--- src/rtl/lane_shift_pkg.sv ---
`default_nettype none
// ============================================================================
// Module   : lane_shift_pkg
// Brief    : Mode encodings and elaboration helpers for the lane rotator/shifter.
// Revision : 1.0
// ============================================================================
package lane_shift_pkg;

    localparam int MODE_W = 3;

    localparam logic [MODE_W-1:0] MODE_ROL = 3'd0;
    localparam logic [MODE_W-1:0] MODE_ROR = 3'd1;
    localparam logic [MODE_W-1:0] MODE_SLL = 3'd2;
    localparam logic [MODE_W-1:0] MODE_SRL = 3'd3;
    localparam logic [MODE_W-1:0] MODE_SRA = 3'd4;

    function automatic int clog2(input int value);
        int r;
        int v;
        r = 0;
        v = value - 1;
        while (v > 0) begin
            r = r + 1;
            v = v >> 1;
        end
        return r;
    endfunction

endpackage
`default_nettype wire

--- src/rtl/lane_shift_level.sv ---
`default_nettype none
// ============================================================================
// Module   : lane_shift_level
// Brief    : One combinational log-shifter level moving by 2^LEVEL lanes.
// Revision : 1.0
// ============================================================================
module lane_shift_level
    import lane_shift_pkg::*;
#(
    parameter int DATA_W = 32,
    parameter int GRAN_W = 8,
    parameter int LEVEL  = 0
) (
    input  logic [DATA_W-1:0] data_i,
    input  logic              en_i,
    input  logic [MODE_W-1:0] mode_i,
    input  logic              sign_i,
    output logic [DATA_W-1:0] data_o
);

    localparam int SH = GRAN_W * (2 ** LEVEL);
    localparam logic [DATA_W-1:0] FILL_MASK = ~({DATA_W{1'b1}} >> SH);

    // Reserved modes fall through to the default and leave the data untouched.
    always_comb begin
        data_o = data_i;
        if (en_i) begin
            case (mode_i)
                MODE_ROL: data_o = (data_i << SH) | (data_i >> (DATA_W - SH));
                MODE_ROR: data_o = (data_i >> SH) | (data_i << (DATA_W - SH));
                MODE_SLL: data_o = data_i << SH;
                MODE_SRL: data_o = data_i >> SH;
                MODE_SRA: data_o = (data_i >> SH) | (sign_i ? FILL_MASK : '0);
                default:  data_o = data_i;
            endcase
        end
    end

endmodule
`default_nettype wire

--- src/rtl/lane_rotate_shift_pipe.sv ---
`default_nettype none
// ============================================================================
// Module   : lane_rotate_shift_pipe
// Brief    : Pipelined lane-granular rotate/shift with valid/ready handshake.
// Revision : 1.0
// ============================================================================
module lane_rotate_shift_pipe
    import lane_shift_pkg::*;
#(
    parameter  int DATA_W = 32,
    parameter  int GRAN_W = 8,
    parameter  int STAGES = 1,
    localparam int AMT_W  = clog2(DATA_W / GRAN_W)
) (
    input  logic              clk_i,
    input  logic              rst_i,
    input  logic              valid_i,
    output logic              ready_o,
    input  logic [DATA_W-1:0] operand_i,
    input  logic [AMT_W-1:0]  amount_i,
    input  logic [MODE_W-1:0] mode_i,
    output logic              valid_o,
    input  logic              ready_i,
    output logic [DATA_W-1:0] result_o,
    output logic              err_o
);

    localparam int LANES    = DATA_W / GRAN_W;
    localparam int LEVELS   = AMT_W;
    localparam int SAFE_STG = (STAGES < 1) ? 1 : STAGES;
    localparam int GRP      = (LEVELS + SAFE_STG - 1) / SAFE_STG;

    if ((DATA_W % GRAN_W) != 0) begin : g_chk_div
        $fatal(1, "DATA_W must be a multiple of GRAN_W");
    end
    if ((LANES & (LANES - 1)) != 0) begin : g_chk_pow2
        $fatal(1, "DATA_W/GRAN_W must be a power of two");
    end
    if ((STAGES < 1) || (STAGES > LEVELS)) begin : g_chk_stages
        $fatal(1, "STAGES must lie in 1..LEVELS");
    end

    logic [DATA_W-1:0] w_in_data  [STAGES];
    logic [DATA_W-1:0] w_out_data [STAGES];
    logic [AMT_W-1:0]  w_in_amt   [STAGES];
    logic [MODE_W-1:0] w_in_mode  [STAGES];
    logic              w_in_sign  [STAGES];
    logic              w_in_err   [STAGES];
    logic              w_in_vld   [STAGES];

    logic [DATA_W-1:0] data_q [STAGES];
    logic [AMT_W-1:0]  amt_q  [STAGES];
    logic [MODE_W-1:0] mode_q [STAGES];
    logic              sign_q [STAGES];
    logic              err_q  [STAGES];
    logic              vld_q  [STAGES];

    logic [STAGES-1:0] w_load;
    logic              w_unused;

    // A stage loads when empty or when its current beat moves downstream.
    always_comb begin
        w_load = '0;
        w_load[STAGES-1] = !vld_q[STAGES-1] || ready_i;
        for (int k = STAGES - 2; k >= 0; k--) begin
            w_load[k] = !vld_q[k] || w_load[k+1];
        end
    end

    always_comb begin
        w_unused = 1'b0;
        for (int k = 0; k < STAGES; k++) begin
            w_unused = w_unused ^ (^{w_in_amt[k], amt_q[k], mode_q[k], sign_q[k]});
        end
    end

    for (genvar k = 0; k < STAGES; k++) begin : g_stg
        localparam int FIRST = k * GRP;
        localparam int LAST  = (((k + 1) * GRP < LEVELS) ? (k + 1) * GRP : LEVELS) - 1;

        if (k == 0) begin : g_head
            assign w_in_data[k] = operand_i;
            assign w_in_amt[k]  = amount_i;
            assign w_in_mode[k] = mode_i;
            assign w_in_sign[k] = operand_i[DATA_W-1];
            assign w_in_err[k]  = (mode_i > MODE_SRA);
            assign w_in_vld[k]  = valid_i;
        end else begin : g_body
            assign w_in_data[k] = data_q[k-1];
            assign w_in_amt[k]  = amt_q[k-1];
            assign w_in_mode[k] = mode_q[k-1];
            assign w_in_sign[k] = sign_q[k-1];
            assign w_in_err[k]  = err_q[k-1];
            assign w_in_vld[k]  = vld_q[k-1];
        end

        if (FIRST < LEVELS) begin : g_levels
            assign w_out_data[k] = g_lvl[LAST].w_out;
        end else begin : g_pass
            assign w_out_data[k] = w_in_data[k];
        end

        // Payload only updates on a valid beat so the last result holds once the pipe drains.
        always_ff @(posedge clk_i or posedge rst_i) begin
            if (rst_i) begin
                vld_q[k]  <= 1'b0;
                data_q[k] <= '0;
                amt_q[k]  <= '0;
                mode_q[k] <= '0;
                sign_q[k] <= 1'b0;
                err_q[k]  <= 1'b0;
            end else if (w_load[k]) begin
                vld_q[k] <= w_in_vld[k];
                if (w_in_vld[k]) begin
                    data_q[k] <= w_out_data[k];
                    amt_q[k]  <= w_in_amt[k];
                    mode_q[k] <= w_in_mode[k];
                    sign_q[k] <= w_in_sign[k];
                    err_q[k]  <= w_in_err[k];
                end
            end
        end
    end

    for (genvar j = 0; j < LEVELS; j++) begin : g_lvl
        localparam int S = j / GRP;
        logic [DATA_W-1:0] w_in;
        logic [DATA_W-1:0] w_out;

        if ((j % GRP) == 0) begin : g_first
            assign w_in = w_in_data[S];
        end else begin : g_next
            assign w_in = g_lvl[j-1].w_out;
        end

        lane_shift_level #(
            .DATA_W (DATA_W),
            .GRAN_W (GRAN_W),
            .LEVEL  (j)
        ) u_level (
            .data_i (w_in),
            .en_i   (w_in_amt[S][j]),
            .mode_i (w_in_mode[S]),
            .sign_i (w_in_sign[S]),
            .data_o (w_out)
        );
    end

    assign ready_o  = w_load[0];
    assign valid_o  = vld_q[STAGES-1];
    assign result_o = data_q[STAGES-1];
    assign err_o    = err_q[STAGES-1];

endmodule
`default_nettype wire
--- config.mk ---
export PLATFORM = sky130hd
export DESIGN_NAME = lane_rotate_shift_pipe
export DESIGN_NICKNAME = d
export VERILOG_FILES = /design/src/rtl/lane_shift_pkg.sv /design/src/rtl/lane_shift_level.sv /design/src/rtl/lane_rotate_shift_pipe.sv
export SDC_FILE = /design/constraint.sdc
export NUM_CORES = 1
export LEC_CHECK = 0
export ABC_CLOCK_PERIOD_IN_PS = 1820
export CORE_ASPECT_RATIO = 1.1
export CORE_MARGIN = 2
export CORE_UTILIZATION = 49
export CTS_CLUSTER_DIAMETER = 150
export DETAILED_ROUTE_END_ITERATION = 6
export GPL_ROUTABILITY_DRIVEN = 0
export PLACE_DENSITY = 0.86
export RECOVER_POWER = 100
export SLEW_MARGIN = 20
export SYNTH_ARGS = -nofsm -noshare
export SYNTH_HDL_FRONTEND = slang
export SYNTH_SLANG_ARGS = --single-unit
--- constraint.sdc ---
create_clock -name clk_i -period 1.82 [get_ports clk_i]
set_clock_uncertainty 0.1 [all_clocks]
set_input_delay 0.364 -clock clk_i [delete_from_list [all_inputs] [get_ports clk_i]]
set_output_delay 0.364 -clock clk_i [all_outputs]
set_load 0.02 [all_outputs]
# Yosys cells after proc, flatten, opt, wreduce, memory -nomap -nowiden
# Index checks and enable logic that the tools add are counted.
[classes]
mux = 6
bitwise_logic = 5
eq_ne = 4
reduce_logical = 5
n_lt_le_gt_ge = 1
[ops]
columns = ["cell", "count"]
rows = [
  ["$pmux 32 s5", 1],
  ["$mux 32", 4],
  ["$pmux 32 s4", 1],
  ["$or 24x32->32", 2],
  ["$or 16x32->32", 1],
  ["$or 32x16->32", 1],
  ["$or 32x8->32", 1],
  ["$eq 3x2->1 const B", 2],
  ["$eq 3x1->1 const B", 1],
  ["$eq 3x3->1 const B", 1],
  ["$gt 3x3->1 const B", 1],
  ["$logic_not 3->1", 1],
  ["$reduce_and 2->1", 1],
  ["$reduce_or 2->1", 1],
  ["$logic_not 1->1", 1],
  ["$logic_or 1x1->1", 1],
]
[word_totals]
out_inout_bits = 35
input_bits = 41
reg_bits = 34

# Depth between registers and ports, before layout
# Gate-level depths: netlist (run 1).
[depth]
word_depth = 7
depth_mapped = 8
ltp_nobuf = 4

# Hierarchy
# From an unflattened synthesis (run 1), not the netlist that was laid out.
[unflattened]
hier_cells = 328
hier_area_um2 = 2932.8
[by_module_without_submodules]
columns = ["mod", "area_per_inst_um2", "instances", "seq_area_each_um2", "cells_per_inst"]
rows = [
  ["lane_rotate_shift_pipe", 1435.1, 1, 850.8, 76],
  ["lane_shift_level at g_lvl[0].u_level", 835.8, 1, 0.0, 154],
  ["lane_shift_level at g_lvl[1].u_level", 661.9, 1, 0.0, 98],
]

# Worst setup path after synthesis (run 1)
# Ideal clock, no wire load.
[synth_timing]
path_type = "input to register"
from = "in mode_i[1]"
to = "reg data_q (netlist bit result_o[4])"
path_buffers = 3
slack_ns = 0.092
setup_time_ns = 0.151
path_stages = 7
t_arrival_ns = 1.477
path_cell_list = "buf_4 o21ai_2 and2_1 buf_4 buf_4 mux2i_1 o221ai_1"
[synth_via]
elab_chain_cells = 6
elab_cells_between_ends = 12
cone_classes = "eq/ne: 4; mux: 4; bitwise: 2; reduce/logical: 2"
[synth_lines]
columns = ["item", "line_no", "text"]
rows = [
  ["start: declaration", "lane_rotate_shift_pipe.sv:21", "input logic [MODE_W-1:0] mode_i,"],
  ["$eq 3x3->1 (tied with other cells)", "lane_shift_level.sv:28", "case (mode_i)"],
  ["$pmux 32 s5", "lane_shift_level.sv:28", ""],
  ["$mux 32", "lane_shift_level.sv:27", "if (en_i) begin"],
  ["$or 16x32->32 / $or 32x16->32 (equally long branches)", "lane_shift_level.sv:33, lane_shift_level.sv:29, lane_shift_level.sv:30", ""],
  ["$pmux 32 s4", "lane_shift_level.sv:28", ""],
  ["$mux 32 *", "lane_shift_level.sv:27", ""],
  ["end signal: indexed assignment", "lane_rotate_shift_pipe.sv:115", "data_q[k] <= w_out_data[k];"],
  ["end: declaration", "lane_rotate_shift_pipe.sv:51", "logic [DATA_W-1:0] data_q [STAGES];"],
]
# Mark *: on every way between the ends. The rest lies on a longest branch, timed or not.
# A chain may end at the register's enable or synchronous reset.

# Worst setup path after layout (run 1)
[layout_timing]
from = "in mode_i[0]"
to = "reg data_q (netlist bit result_o[19])"
[layout_via]
elab_chain_cells = 6
elab_cells_between_ends = 11
cone_classes = "eq/ne: 4; mux: 4; bitwise: 1; reduce/logical: 2"
[layout_lines]
columns = ["item", "line_no"]
rows = [
  ["$eq 3x3->1 (tied with other cells)", "lane_shift_level.sv:28"],
  ["$pmux 32 s5", "lane_shift_level.sv:28"],
  ["$mux 32", "lane_shift_level.sv:27"],
  ["$or 32x16->32", "lane_shift_level.sv:29, lane_shift_level.sv:30"],
  ["$pmux 32 s4", "lane_shift_level.sv:28"],
  ["$mux 32 *", "lane_shift_level.sv:27"],
]
# Marks and branches as above.

==> results of run 1 <==
registers in the layout (all words and copies together), names as in the netlist:
| register | count |
|---|---|
| result_o | 32 |
| err_o | 1 |
| valid_o | 1 |
critical path: stages:
cell           delay [ps]
dlygate4sd2_1         260
buf_12                150
buf_4                 170
o311ai_0              400
o21ai_1               180
a221oi_1              370
layout make-up:
type	instances	area, um^2	area share
Clock buffer	5	68.8	0.0158
Tap cell	75	93.8	0.0216
Multi-Input combinational cell	238	1780	0.409
Inverter	3	11.3	0.00259
Clock inverter	3	68.8	0.0158
Antenna cell	1	2.50	0.000575
Sequential cell	34	851	0.195
Timing Repair Buffer	168	1480	0.339
metal layers:
metal  vias to the layer above  wire length, um  share of wire  GRT usage
met2                       279             4920           0.46      0.520
met1                      1670             4450           0.41      0.444
met5                         -                0              0          0
met3                        45             1030          0.096     0.0682
li1                       1508                -              -          -
met4                         0              348          0.032      0.140
power groups by stage:
stage                     clock network, mW  logic [mW]  registers, mW
after floorplan                           0       0.469           1.14
after global placement                    0        1.24          0.979
after detailed placement                  0        1.27          0.984
after CTS                             0.872        1.30          0.973
after global routing                  0.911        1.40          0.990
final                                 0.867        1.33          0.974
cell usage in the layout, fill, tap and decap left out, types with 2 or more instances in the layout:
cell type	synthesis	routed
dlygate4sd2_1	0	3
o311ai_2	5	5
clkbuf_8	0	5
a21oi_1	9	7
a21oi_2	2	4
nor2_1	26	25
buf_2	11	2
o21ai_0	25	25
buf_4	9	80
nor2b_1	7	7
bufinv_16	0	2
nand2_1	21	21
mux2i_1	14	14
clkbuf_1	6	3
o311ai_1	6	8
dfrtp_1	34	34
o21ai_1	9	9
a221oi_1	9	7
clkbuf_4	0	2
o211ai_1	24	24
o311ai_0	5	3
nor3b_1	17	17
clkdlybuf4s50_1	0	67
nand2b_1	3	3
inv_1	3	3
a221oi_2	8	10
buf_6	7	4
a221o_1	8	8
o2bb2ai_1	7	7
o221ai_1	9	9
buf_12	0	3
a21o_1	8	8
cells by family (layout without fill, tap and decap cells):
| kind of cell | after synthesis | in the layout | share of synthesized area |
|---|---|---|---|
| muxes | 14 | 14 | 0.0498 |
| buffers and inverters | 38 | 179 | 0.0867 |
| and+or+nand+nor | 86 | 86 | 0.167 |
| DFF | 34 | 34 | 0.302 |
| AOI/OAI and AO/OA | 138 | 138 | 0.394 |
| other | 0 | 1 | 0 |
worst min path at each step:
| stage | slack, ps | startpoint | to |
|---|---|---|---|
| CTS | 370 | rst_i | result_o[28] |
| finish | 400 | err_o | err_o |
| detailed placement | 380 | result_o[2] | result_o[2] |
| global route | 430 | result_o[4] | result_o[4] |
| global placement | 380 | err_o | err_o |
| floorplan | 400 | valid_i | valid_o |
what timing repair did:
item / 4_1_cts / 5_1_grt
setup buffers: 4 / 1
gates resized for setup: 13 / 14
pin swaps: 3 / 1
cloned: 1 / 0
setup endpoints to repair: 33 / 12
==> results list, run 1 <==
- Result of the run: complete, no violations
* Gate count after technology mapping: 310
* Clock latency at the later pin of the worst-skew pair: 300 ps
* Share of the synthesized area in the top cell type: 0.302
- Total negative slack: 0 ps
- Required time of the worst setup path: 1900 ps
- The tightest min-delay check is of the reg2reg type.
* Crit path max fanout: 12
- Number of buffers created by CTS: 5
- Across all register-to-register paths, the minimum setup slack is 260 ps.
- Antenna violation net count after detailed routing: 0
- Switching share of total power: 0.342
* Number of top-level pins: 76
- For this configuration, the core starts out at a cell density of 0.515.
* Total power consumption of the routed design: 3.17 mW
- Power spread over the standard cell area amounts to 729 mW/mm^2.
- Remaining global-route overflow: 0
- Total number of yosys warnings: 0
- Min Clock Period, post-route: 1810 ps
- Start-to-end type of the worst setup path: in2reg
* Area of the placeable core: 0.00547 mm^2
* Capture point of the worst reg-to-reg path: result_o[0]
- Post-synthesis net count: 351
* Hold WS: 404 ps
- The worst setup path is launched from an input port.
- Reported net switching power: 1.08 mW
- In the final design database the tool counted 491 nets.
- Final core utilization: 0.796
- The area growth from synthesis to layout is 54.6%.
- dfrtp_1 is the most common cell in the netlist.
* Ratio of cells with drive above 1 in the final layout: 0.284
- STA classifies the critical path endpoint as a flip-flop.
- The worst pin sits at a relative slew slack of 0.426.
- In the synthesized netlist, the cells that appear most often are dfrtp_1, nor2_1, o21ai_0, o211ai_1, nand2_1.
- Number of global-route vias before repair: 3412
- Number of endpoints failing setup at the final stage: 0
- In this run the horizontal extent of the chip is 76.3 um.
* Termination of the worst setup path: result_o[19]
* Number of buffers between clock root and the deepest sink: 2
- Setup slack closes at 8.70 ps.
* Via count: 3502
- Root buffer selected by CTS: clkbuf_8
- Post-synthesis cell area: 0.00282 mm^2
- The die is 83.5 um tall.
* Clk slew on worst S/H paths: 70 ps
- Depth of the CTS H-tree: 2
- Of the total power, combinational logic draws 0.420.
* Port-buffer cells: 75
- Maximum vdd ir drop: 494 uV
- Number of antenna violations at the first check in global routing: 1
* Cell types occupying the most area after synthesis: dfrtp_1, o211ai_1, mux2i_1, nor3b_1, o21ai_0
* DP Worst Slack: -475 ps
- Total routing resource utilization after global routing: 0.331
* Pin count of the biggest net entering global routing: 35
- Top achievable clock speed: 552 MHz
- The worst hold path passes through 2 cells.
- Vias per cell: 6.65
* First-pass GRT wire length: 17300 um
- The number of cells on the worst reg-to-reg path is 6.
- Tracing the worst setup path back leads to its startpoint at mode_i[0].
- Synthesis inferred 34 register bits.
- After clock tree synthesis, the flow added hold-fix buffers numbering 0.
* Sequential share of power: 0.307
- Summed over all nets, the half-perimeter wirelength after detailed placement is 7120 um.
- Worst flop-to-flop path startpoint: valid_o
* Post-synth ARST share: 1.00
- After detailed routing, the average wire length per cell comes to 20.4 um.
* Count of filler cells inserted in the layout: 337
- Number of violations of the max-capacitance limit: 0
* Sequential fraction of the synthesis area: 0.302
* Final design instance area without fill: 0.00435 mm^2
- Number of enable flip-flop cells after synthesis: 0
* Die area: 0.00637 mm^2
* Period utilization: 0.995
- Worst Path Arrival: 1890 ps
- Primary flip-flop cell chosen by synthesis mapping: dfrtp_1
- The final count of pins violating max slew is 0.
- The floorplan has 28 rows.
- Final Routed Wirelength: 10800 um
- The first TritonRoute pass finished after 6 iterations.
* Area of placed instances: 0.00413 mm^2
- Iteration-0 DRC Markers: 525
- TritonCTS built the clock tree.
- CTS saw 34 sinks.
* Final standard cell count with taps included and fillers excluded: 527
- Summed over all instances, the cell type with the most area after synthesis is dfrtp_1.
* Average cell area after synthesis: 9.08 um^2
* Internal power: 2.09 mW
* # placed instances: 512
- The number of different library cells used by synthesis comes to 42.
- Endpoints failing hold: 0
* Number of design rule violations left after detail routing: 0
- In this run the static leakage power is 1.80 nW.
* Clock Power Share: 0.273
- At the pin with the least slew margin, the transition time is 862 ps.
Note: power is estimated with default switching activity, not from simulation.
==> run 2, diff against run 1 <==
--- a/config.mk
+++ b/config.mk
@@ -14,7 +14,6 @@
 export GPL_ROUTABILITY_DRIVEN = 0
 export PLACE_DENSITY = 0.86
 export RECOVER_POWER = 100
-export SLEW_MARGIN = 20
 export SYNTH_ARGS = -nofsm -noshare
 export SYNTH_HDL_FRONTEND = slang
 export SYNTH_SLANG_ARGS = --single-unit
==> results of run 2 <==
Same layout as run 1: the final DEF is identical, and so are final timing and power.
